### src/rtl/instruction_fetch_queue_if.sv
// Fetch-to-decode bundle: imem address/data, redirect request and the decode-side queue head.
// master = fetch queue side, slave = environment (imem + decode + redirect source).
`timescale 1ns/1ps
interface instruction_fetch_queue_if #(
  parameter int DEPTH = 4
);
  localparam int CW = $clog2(DEPTH) + 1;

  logic [31:0]   imem_pc;
  logic [31:0]   imem_instruction;
  logic          redirect;
  logic [31:0]   redirect_pc;
  logic          out_valid;
  logic          out_ready;
  logic [31:0]   out_pc;
  logic [31:0]   out_instruction;
  logic          out_misaligned;
  logic [CW-1:0] count;

  modport master (
    output imem_pc, out_valid, out_pc, out_instruction, out_misaligned, count,
    input  imem_instruction, redirect, redirect_pc, out_ready
  );

  modport slave (
    input  imem_pc, out_valid, out_pc, out_instruction, out_misaligned, count,
    output imem_instruction, redirect, redirect_pc, out_ready
  );
endinterface

### src/rtl/instruction_fetch_queue.sv
// Sequential fetch PC + DEPTH-entry {pc, instr} queue; fetch-to-output latency 1 cycle, redirect flushes.
// Backpressure: out_ready=0 fills the queue, then fetch stalls (full + pop still fetches).
`timescale 1ns/1ps
module instruction_fetch_queue #(
  parameter int          DEPTH    = 4,
  parameter logic [31:0] RESET_PC = 32'h0000_0000,
  parameter logic [31:0] NOP_WORD = 32'h0000_0013
) (
  input  logic                        clk,
  input  logic                        reset_n,
  instruction_fetch_queue_if.master   fq
);

  localparam int AW = $clog2(DEPTH);
  localparam logic [AW:0] FULL_CNT = (AW+1)'(DEPTH);

  typedef struct packed {
    logic [31:0] pc;
    logic [31:0] instr;
    logic        misaligned;
  } entry_t;

  typedef enum logic {
    S_FETCH,
    S_HALTED
  } state_t;

  state_t      state, state_nxt;
  logic [31:0] fetch_pc, fetch_pc_nxt;
  logic [AW-1:0] rd_ptr, rd_ptr_nxt;
  logic [AW-1:0] wr_ptr, wr_ptr_nxt;
  logic [AW:0] cnt, cnt_nxt;
  entry_t      mem [DEPTH];
  entry_t      wr_entry;
  entry_t      head;

  logic        pc_misaligned;
  logic        push;
  logic        pop;

  assign pc_misaligned = |fetch_pc[1:0];

  // Pop depends only on registered occupancy, so out_ready never reaches out_valid.
  assign pop  = (cnt != '0) & fq.out_ready & ~fq.redirect;
  assign push = ~fq.redirect & (state == S_FETCH) & ((cnt < FULL_CNT) | pop);

  always_comb begin
    wr_entry            = '0;
    wr_entry.pc         = fetch_pc;
    wr_entry.misaligned = pc_misaligned;
    wr_entry.instr      = pc_misaligned ? NOP_WORD : fq.imem_instruction;
  end

  always_comb begin
    state_nxt    = state;
    fetch_pc_nxt = fetch_pc;
    rd_ptr_nxt   = rd_ptr;
    wr_ptr_nxt   = wr_ptr;
    cnt_nxt      = cnt;
    if (fq.redirect) begin
      state_nxt    = S_FETCH;
      fetch_pc_nxt = fq.redirect_pc;
      rd_ptr_nxt   = '0;
      wr_ptr_nxt   = '0;
      cnt_nxt      = '0;
    end else begin
      if (push) begin
        wr_ptr_nxt = wr_ptr + 1'b1;
        // A misaligned target leaves one fault marker and parks fetch until redirected.
        if (pc_misaligned) begin
          state_nxt = S_HALTED;
        end else begin
          fetch_pc_nxt = fetch_pc + 32'd4;
        end
      end
      if (pop) begin
        rd_ptr_nxt = rd_ptr + 1'b1;
      end
      cnt_nxt = cnt + {{AW{1'b0}}, push} - {{AW{1'b0}}, pop};
    end
  end

  always_ff @(posedge clk) begin
    if (!reset_n) begin
      state    <= S_FETCH;
      fetch_pc <= RESET_PC;
      rd_ptr   <= '0;
      wr_ptr   <= '0;
      cnt      <= '0;
    end else begin
      state    <= state_nxt;
      fetch_pc <= fetch_pc_nxt;
      rd_ptr   <= rd_ptr_nxt;
      wr_ptr   <= wr_ptr_nxt;
      cnt      <= cnt_nxt;
    end
  end

  always_ff @(posedge clk) begin
    if (reset_n && push) begin
      mem[wr_ptr] <= wr_entry;
    end
  end

  assign head               = mem[rd_ptr];
  assign fq.imem_pc         = fetch_pc;
  assign fq.out_valid       = (cnt != '0);
  assign fq.out_pc          = head.pc;
  assign fq.out_instruction = head.instr;
  assign fq.out_misaligned  = head.misaligned;
  assign fq.count           = cnt;

endmodule

### src/flat_wrapper.sv
// flat-port wrapper written by rule: the top's interface ports become plain ports
module instruction_fetch_queue_flat 
#(
  parameter int          DEPTH    = 4,
  parameter logic [31:0] RESET_PC = 32'h0000_0000,
  parameter logic [31:0] NOP_WORD = 32'h0000_0013
)
  (clk, reset_n, fq_imem_pc, fq_out_valid, fq_out_pc, fq_out_instruction, fq_out_misaligned, fq_count, fq_imem_instruction, fq_redirect, fq_redirect_pc, fq_out_ready);
  instruction_fetch_queue_if #(.DEPTH(DEPTH)) fq_i ();
  input  logic clk;
  input  logic reset_n;
  output wire logic [$bits(fq_i.imem_pc)-1:0] fq_imem_pc;
  output wire logic [$bits(fq_i.out_valid)-1:0] fq_out_valid;
  output wire logic [$bits(fq_i.out_pc)-1:0] fq_out_pc;
  output wire logic [$bits(fq_i.out_instruction)-1:0] fq_out_instruction;
  output wire logic [$bits(fq_i.out_misaligned)-1:0] fq_out_misaligned;
  output wire logic [$bits(fq_i.count)-1:0] fq_count;
  input wire logic [$bits(fq_i.imem_instruction)-1:0] fq_imem_instruction;
  input wire logic [$bits(fq_i.redirect)-1:0] fq_redirect;
  input wire logic [$bits(fq_i.redirect_pc)-1:0] fq_redirect_pc;
  input wire logic [$bits(fq_i.out_ready)-1:0] fq_out_ready;
  assign fq_imem_pc = fq_i.imem_pc;
  assign fq_out_valid = fq_i.out_valid;
  assign fq_out_pc = fq_i.out_pc;
  assign fq_out_instruction = fq_i.out_instruction;
  assign fq_out_misaligned = fq_i.out_misaligned;
  assign fq_count = fq_i.count;
  assign fq_i.imem_instruction = fq_imem_instruction;
  assign fq_i.redirect = fq_redirect;
  assign fq_i.redirect_pc = fq_redirect_pc;
  assign fq_i.out_ready = fq_out_ready;
  instruction_fetch_queue #(.DEPTH(DEPTH), .RESET_PC(RESET_PC), .NOP_WORD(NOP_WORD)) u_core (.clk(clk), .reset_n(reset_n), .fq(fq_i));
endmodule
### config.mk
export PLATFORM = sky130hd
export DESIGN_NAME = instruction_fetch_queue_flat
export DESIGN_NICKNAME = d
export VERILOG_FILES = /design/src/rtl/instruction_fetch_queue_if.sv /design/src/rtl/instruction_fetch_queue.sv /design/src/flat_wrapper.sv
export SDC_FILE = /design/constraint.sdc
export NUM_CORES = 1
export LEC_CHECK = 0
export ABC_AREA = 1
export BUFFER_PORTS_ARGS = -buffer_cell sky130_fd_sc_hd__buf_2
export CORE_MARGIN = 2
export CORE_UTILIZATION = 58
export CTS_CLUSTER_DIAMETER = 80
export DETAILED_ROUTE_END_ITERATION = 7
export PLACE_DENSITY = 0.85
export SYNTH_ARGS = -nofsm -noshare
export SYNTH_HDL_FRONTEND = slang
export SYNTH_SLANG_ARGS = --single-unit
### constraint.sdc
create_clock -name clk -period 5.75 [get_ports clk]
set_input_delay 0.2875 -clock clk [delete_from_list [all_inputs] [get_ports clk]]
set_output_delay 0.2875 -clock clk [all_outputs]
set_load 0.01 [all_outputs]
Word-level counts from Yosys, hierarchy flattened --
Memories as Yosys holds them, arrays and structs flattened. A register that Yosys moved wholly into a read port is not among the register bits. Index checks and enable logic that the tools add are counted.
Storage, ports and cells: bits in writable memories 260, bits in registers 40, input port bits 68, output and inout bits 101, memory bits (read-only) 0, latch bits 0, memories 1
Operators by class: order comparisons 1, div/mod/pow operators 0, mux-type cells 8, bitwise gates (word level) 8, add/subtract/negate cells 5, shift-type cells 0, multipliers 0, equal/unequal tests 1, reduce and logical (&&, ||, !) cells 7
Memories:
- u_core.mem | depth 4, bits a word 65, rd ports 1, clocked after Yosys merged registers in 1, write ports 1, line instruction_fetch_queue.sv:33 | entry_t mem [DEPTH];
Operators by type and width (number):
- 32-bit 2-to-1 mux | 4
- 32-bit by 3-bit adder with 32-bit output (second input constant) | 1
- 2-bit by 1-bit adder with 2-bit output (second input constant) | 2
- 1-bit bitwise AND | 4
- 2-bit 2-to-1 mux | 2
- 2-bit AND reduction | 2
- 2-bit OR reduction | 2
- 3-bit by 1-bit adder with 3-bit output | 1
- 3-bit < comparator (second input constant) | 1
- 1-bit NOT | 3
- 3-bit nonzero test | 1
- 3-bit by 1-bit subtractor with 3-bit output | 1
- 1-bit 2-to-1 mux | 2
- 2-bit inequality test (second input constant) | 1
- 2-bit nonzero test | 1
- 1-bit logical AND | 1
- 1-bit OR | 1

Depth between registers and ports, before layout --
depth after elaboration 8, depth in mapped cells 10, gate-level depth less buffers 10

Worst setup path after synthesis --
OpenSTA, ideal clock, no wires.
path kind flip-flop to flip-flop, start register u_core.cnt[2], in the netlist u_core.fq.count[2], end memory u_core.mem[0][0] in the netlist's numbering (enable), stages on the path, launching flop included 6, setup time 0.488 ns, period minus slack after synthesis 4.131 ns, path slack 1.619 ns, data arrival time 3.642 ns, required time 5.262 ns, path buffers 0, path through dfxtp_1 > nand2_1 > nand2_1 > nor2_1 > nand2_1 > nor2_1
Between the ends: longest elaborated chain between the ends 8
RTL lines:
- start, declared | line instruction_fetch_queue.sv:32 | logic [AW:0] cnt, cnt_nxt;
- start signal, assigned | line instruction_fetch_queue.sv:95 | cnt <= cnt_nxt;
- 3-bit nonzero test | line instruction_fetch_queue.sv:44 | assign pop = (cnt != '0) & fq.out_ready & ~fq.redirect;
- 1-bit bitwise AND (2 in a row) | line instruction_fetch_queue.sv:44
- 1-bit OR (*) | line instruction_fetch_queue.sv:45 | assign push = ~fq.redirect & (state == S_FETCH) & ((cnt < FULL_CNT) | pop);
- 1-bit bitwise AND (*) | line instruction_fetch_queue.sv:45
- net u_core.push | line instruction_fetch_queue.sv:38 | logic push;
- 1-bit logical AND (*) | line instruction_fetch_queue.sv:100 | if (reset_n && push) begin
- 1-bit 2-to-1 mux (*) | line instruction_fetch_queue.sv:100
- 1-bit 2-to-1 mux (not written as such) (*) | line instruction_fetch_queue.sv:101 | mem[wr_ptr] <= wr_entry;
- end, declared | line instruction_fetch_queue.sv:33
Mark *: on every way through the listed nets, which the timed path passes. The rest lies on a longest branch.

==> impl_metrics.yaml <==
critical_path:
  reg2reg_slack_ps: 2750
  rr_endpoint: "u_core.mem[0][31]$_DFFE_PP_"
  endpoint_kind: "output port"
  reg2reg_from: "u_core.fq.count[2]$_SDFF_PP0_"
  critPathMaxFanout: 66
  start_kind: "flip-flop"
  worst-r2r-cell-count: 6
  required_ps: 5460
  cp.arrival_ps: 2870
  crit_type: "flip-flop to output port"
die:
  std_cell_rows: 54
  ios: 169
  core_area_um2: 21890
  die_y_um: 153.7
  die_area_um2: 23620
  start_util_pct: 59.37
  die_x_um: 153.7
yosys:
  synth_top_flop_cell: "edfxtp_1"
  synth_area_leaders: "edfxtp_1 60%, nor2_1 6.8%, dfxtp_1 6.5%, o21ai_0 5.4%, nand2_1 3.5%"
  synth.most_common_cell: "edfxtp_1"
  syn_nets: 1257
  syn_avg_cell_area_um2: 11.00
  synth-simple-area-share_pct: 15.56
  yosysTopAreaCellShare_pct: 60.08
  synth_cell_types: 34
  synth_top_family_by_area: "simple AND/OR/NAND/NOR gates"
  synth_compound_area_share_pct: 10.44
  netlist_top_cells_count: "260 x edfxtp_1, 236 x nor2_1, 139 x o21ai_0, 122 x nand2_1, 77 x inv_1"
  yosys.area_share.xor_xnor_pct: 0.1348
  synth.mux.area_fraction_pct: 0
  ys_seq_area_share_pct: 66.54
  synth_cells: 1181
  ys_async_sr_fraction_pct: 0
  synth_edf_count: 260
  synth-seq-cells: 302
  yosysTopAreaCell: "edfxtp_1"
  yosysWarningCount: 0
  syn-cell-area_um2: 13000
  synth_fa_ha_area_share_pct: 0.8280
timing:
  setup_slack_ps: 2596
  setup_viol: 0
  slew_viol_final: 0
  tightest_slew_ps: 1246
  tns_ps: 0
  slew_headroom_pct: 16.96
  finalHoldViolations: 0
  fmax_mhz: 317.1
  fin_crit_sh_pct: 54.85
  fin_crit_ps: 3154
  fin_skew_ps: 11.11
  fin_hold_ws_ps: 17.52
  rsz0062_at_grt: "no"
drt:
  met1_length_um: 12040
  drt_iter0_markers: 981
  wl_per_cell_um: 18.13
  vias: 9153
  routed_wirelength_um: 29020
  top_layer_used: "met4"
  drc: 0
  postRouteAntennaNets: 0
  wl_met2_um: 13890
  drtPass1Iterations: 5
  dr_wl_met3_um: 2626
  via_per_inst: 5.717
cells_and_area:
  stdcell_count: 1601
  drive_gt1_share_pct: 21.80
  finalInstanceArea_um2: 14690
  diodes: 0
  nets: 1374
  fin_util_pct: 67.11
  area_delta_synth_final_pct: 13.05
min_path:
  min_delay_worst_endpoint: "u_core.fq.imem_pc[13]$_SDFFE_PN0P_"
  holdPathStages: 3
  hp-class: "primary input to flip-flop"
  min_from: "fq_redirect_pc[13]"
clock_tree:
  cts_resized: 0
  cts_root_buf: "clkbuf_16"
  worstSkewPairLatency_ps: 540
  htreeDepth: 1
  cts_buffer_depth: 3
  cts_tree: "built"
  numCtsBuffers: 29
  clk_pin_slew_worst_paths_ps: 60
  cts_sinks: 302
global_route:
  antenna_found_initial: 0
  grt_max_degree: 131
  grt-ovfl-total: 0
  grt.total_usage_pct: 24.13
  grt_pass1_wl_um: 45950
  grt_pass1_vias: 8980
placed_design:
  port_buffers: 168
  dp_hpwl_um: 17290
  placed_area_um2: 13740
  post-place-ws_ps: 2724
  place_inst: 1544
  routabilityCongestion: 0.8893
pwr:
  power_leakage_nw: 5.531
  p_per_area_nw_per_um2: 317.6
  total_power_mw: 4.665
  ir_worst_vdd_mv: 0.2346
job:
  drv_cap: 0
outcome:
  status: "finished, final reports clean"
## report_power, final
part,internal [mW],switching [mW]
sequential,2.46,0.0611
combinational,0.112,0.219
clock,1.03,0.785
## worst max path at each step
| stage | cells past startpoint | slack, ps | to |
|---|---|---|---|
| after floorplan | 5 | 1620 | u_core.mem[0][0]$_DFFE_PP_ |
| after global placement | 8 | 2800 | u_core.mem[0][19]$_DFFE_PP_ |
| after detailed placement | 8 | 2720 | u_core.mem[1][20]$_DFFE_PP_ |
| after CTS | 5 | 2600 | fq_out_pc[12] |
| after global routing | 5 | 2420 | fq_out_instruction[23] |
| final | 5 | 2600 | fq_out_pc[12] |
## timing repair
| item | 4_1_cts | 5_1_grt |
|---|---|---|
| hold endpoints to repair | 3 | 0 |
| buffers inserted | 0 | 0 |
| endpoints found under the setup margin | 0 | 0 |
| hold buffers | 3 | 0 |
## routing by layer
layer	track usage (%)	vias to the layer above
met2	39.17	481
met4	6.291	0
met1	34.42	4324
met5	0	-
met3	3.974	43
li1	-	4305
## flip-flops by register name, indices dropped and copies added (netlist names), named ones only
| name | flops |
|---|---|
| u_core.state | 1 |
| u_core.fq.imem_pc | 32 |
| u_core.wr_ptr | 2 |
| u_core.rd_ptr | 2 |
| u_core.mem | 260 |
| u_core.fq.count | 3 |
## critical path, cell delays in order (launching register included)
cell and delay (ps):
dfxtp_2 310, buf_4 330, inv_2 880, o21ai_0 270, o22ai_1 310, buf_2 200
## layout make-up
class / count / area (um2)
flip-flops and latches: 302 / 8653
clock buffers: 38 / 799.5
well taps: 280 / 350.3
repair buffers: 178 / 923.4
multi-input cells: 705 / 3533
inverters: 82 / 310.3
fillers: 1582 / 7199
clock inverters: 16 / 121.4
## layout by cell type, fill, tap and decap left out, drive strengths merged, types with 7 or more instances in the layout
cell type / synthesis / routed
edfxtp: 260 / 260
nor2: 260 / 260
buf: 54 / 175
o21ai: 139 / 139
nand2: 137 / 137
inv: 82 / 85
o22ai: 65 / 65
nand3: 47 / 47
dfxtp: 42 / 42
clkbuf: 38 / 38
a21oi: 19 / 19
a31oi: 12 / 12
clkinv: 0 / 11
ha: 7 / 7
## kinds of logic (layout without fill, tap and decap cells)
group	Yosys count	after routing
AOI/OAI and AO/OA	240	240
xor gates and xnor gates	2	2
adders and majority gates	8	8
buffers and inverters	174	314
DFF	302	302
and+or+nand+nor	455	455
(Power assumes the default switching activity.)
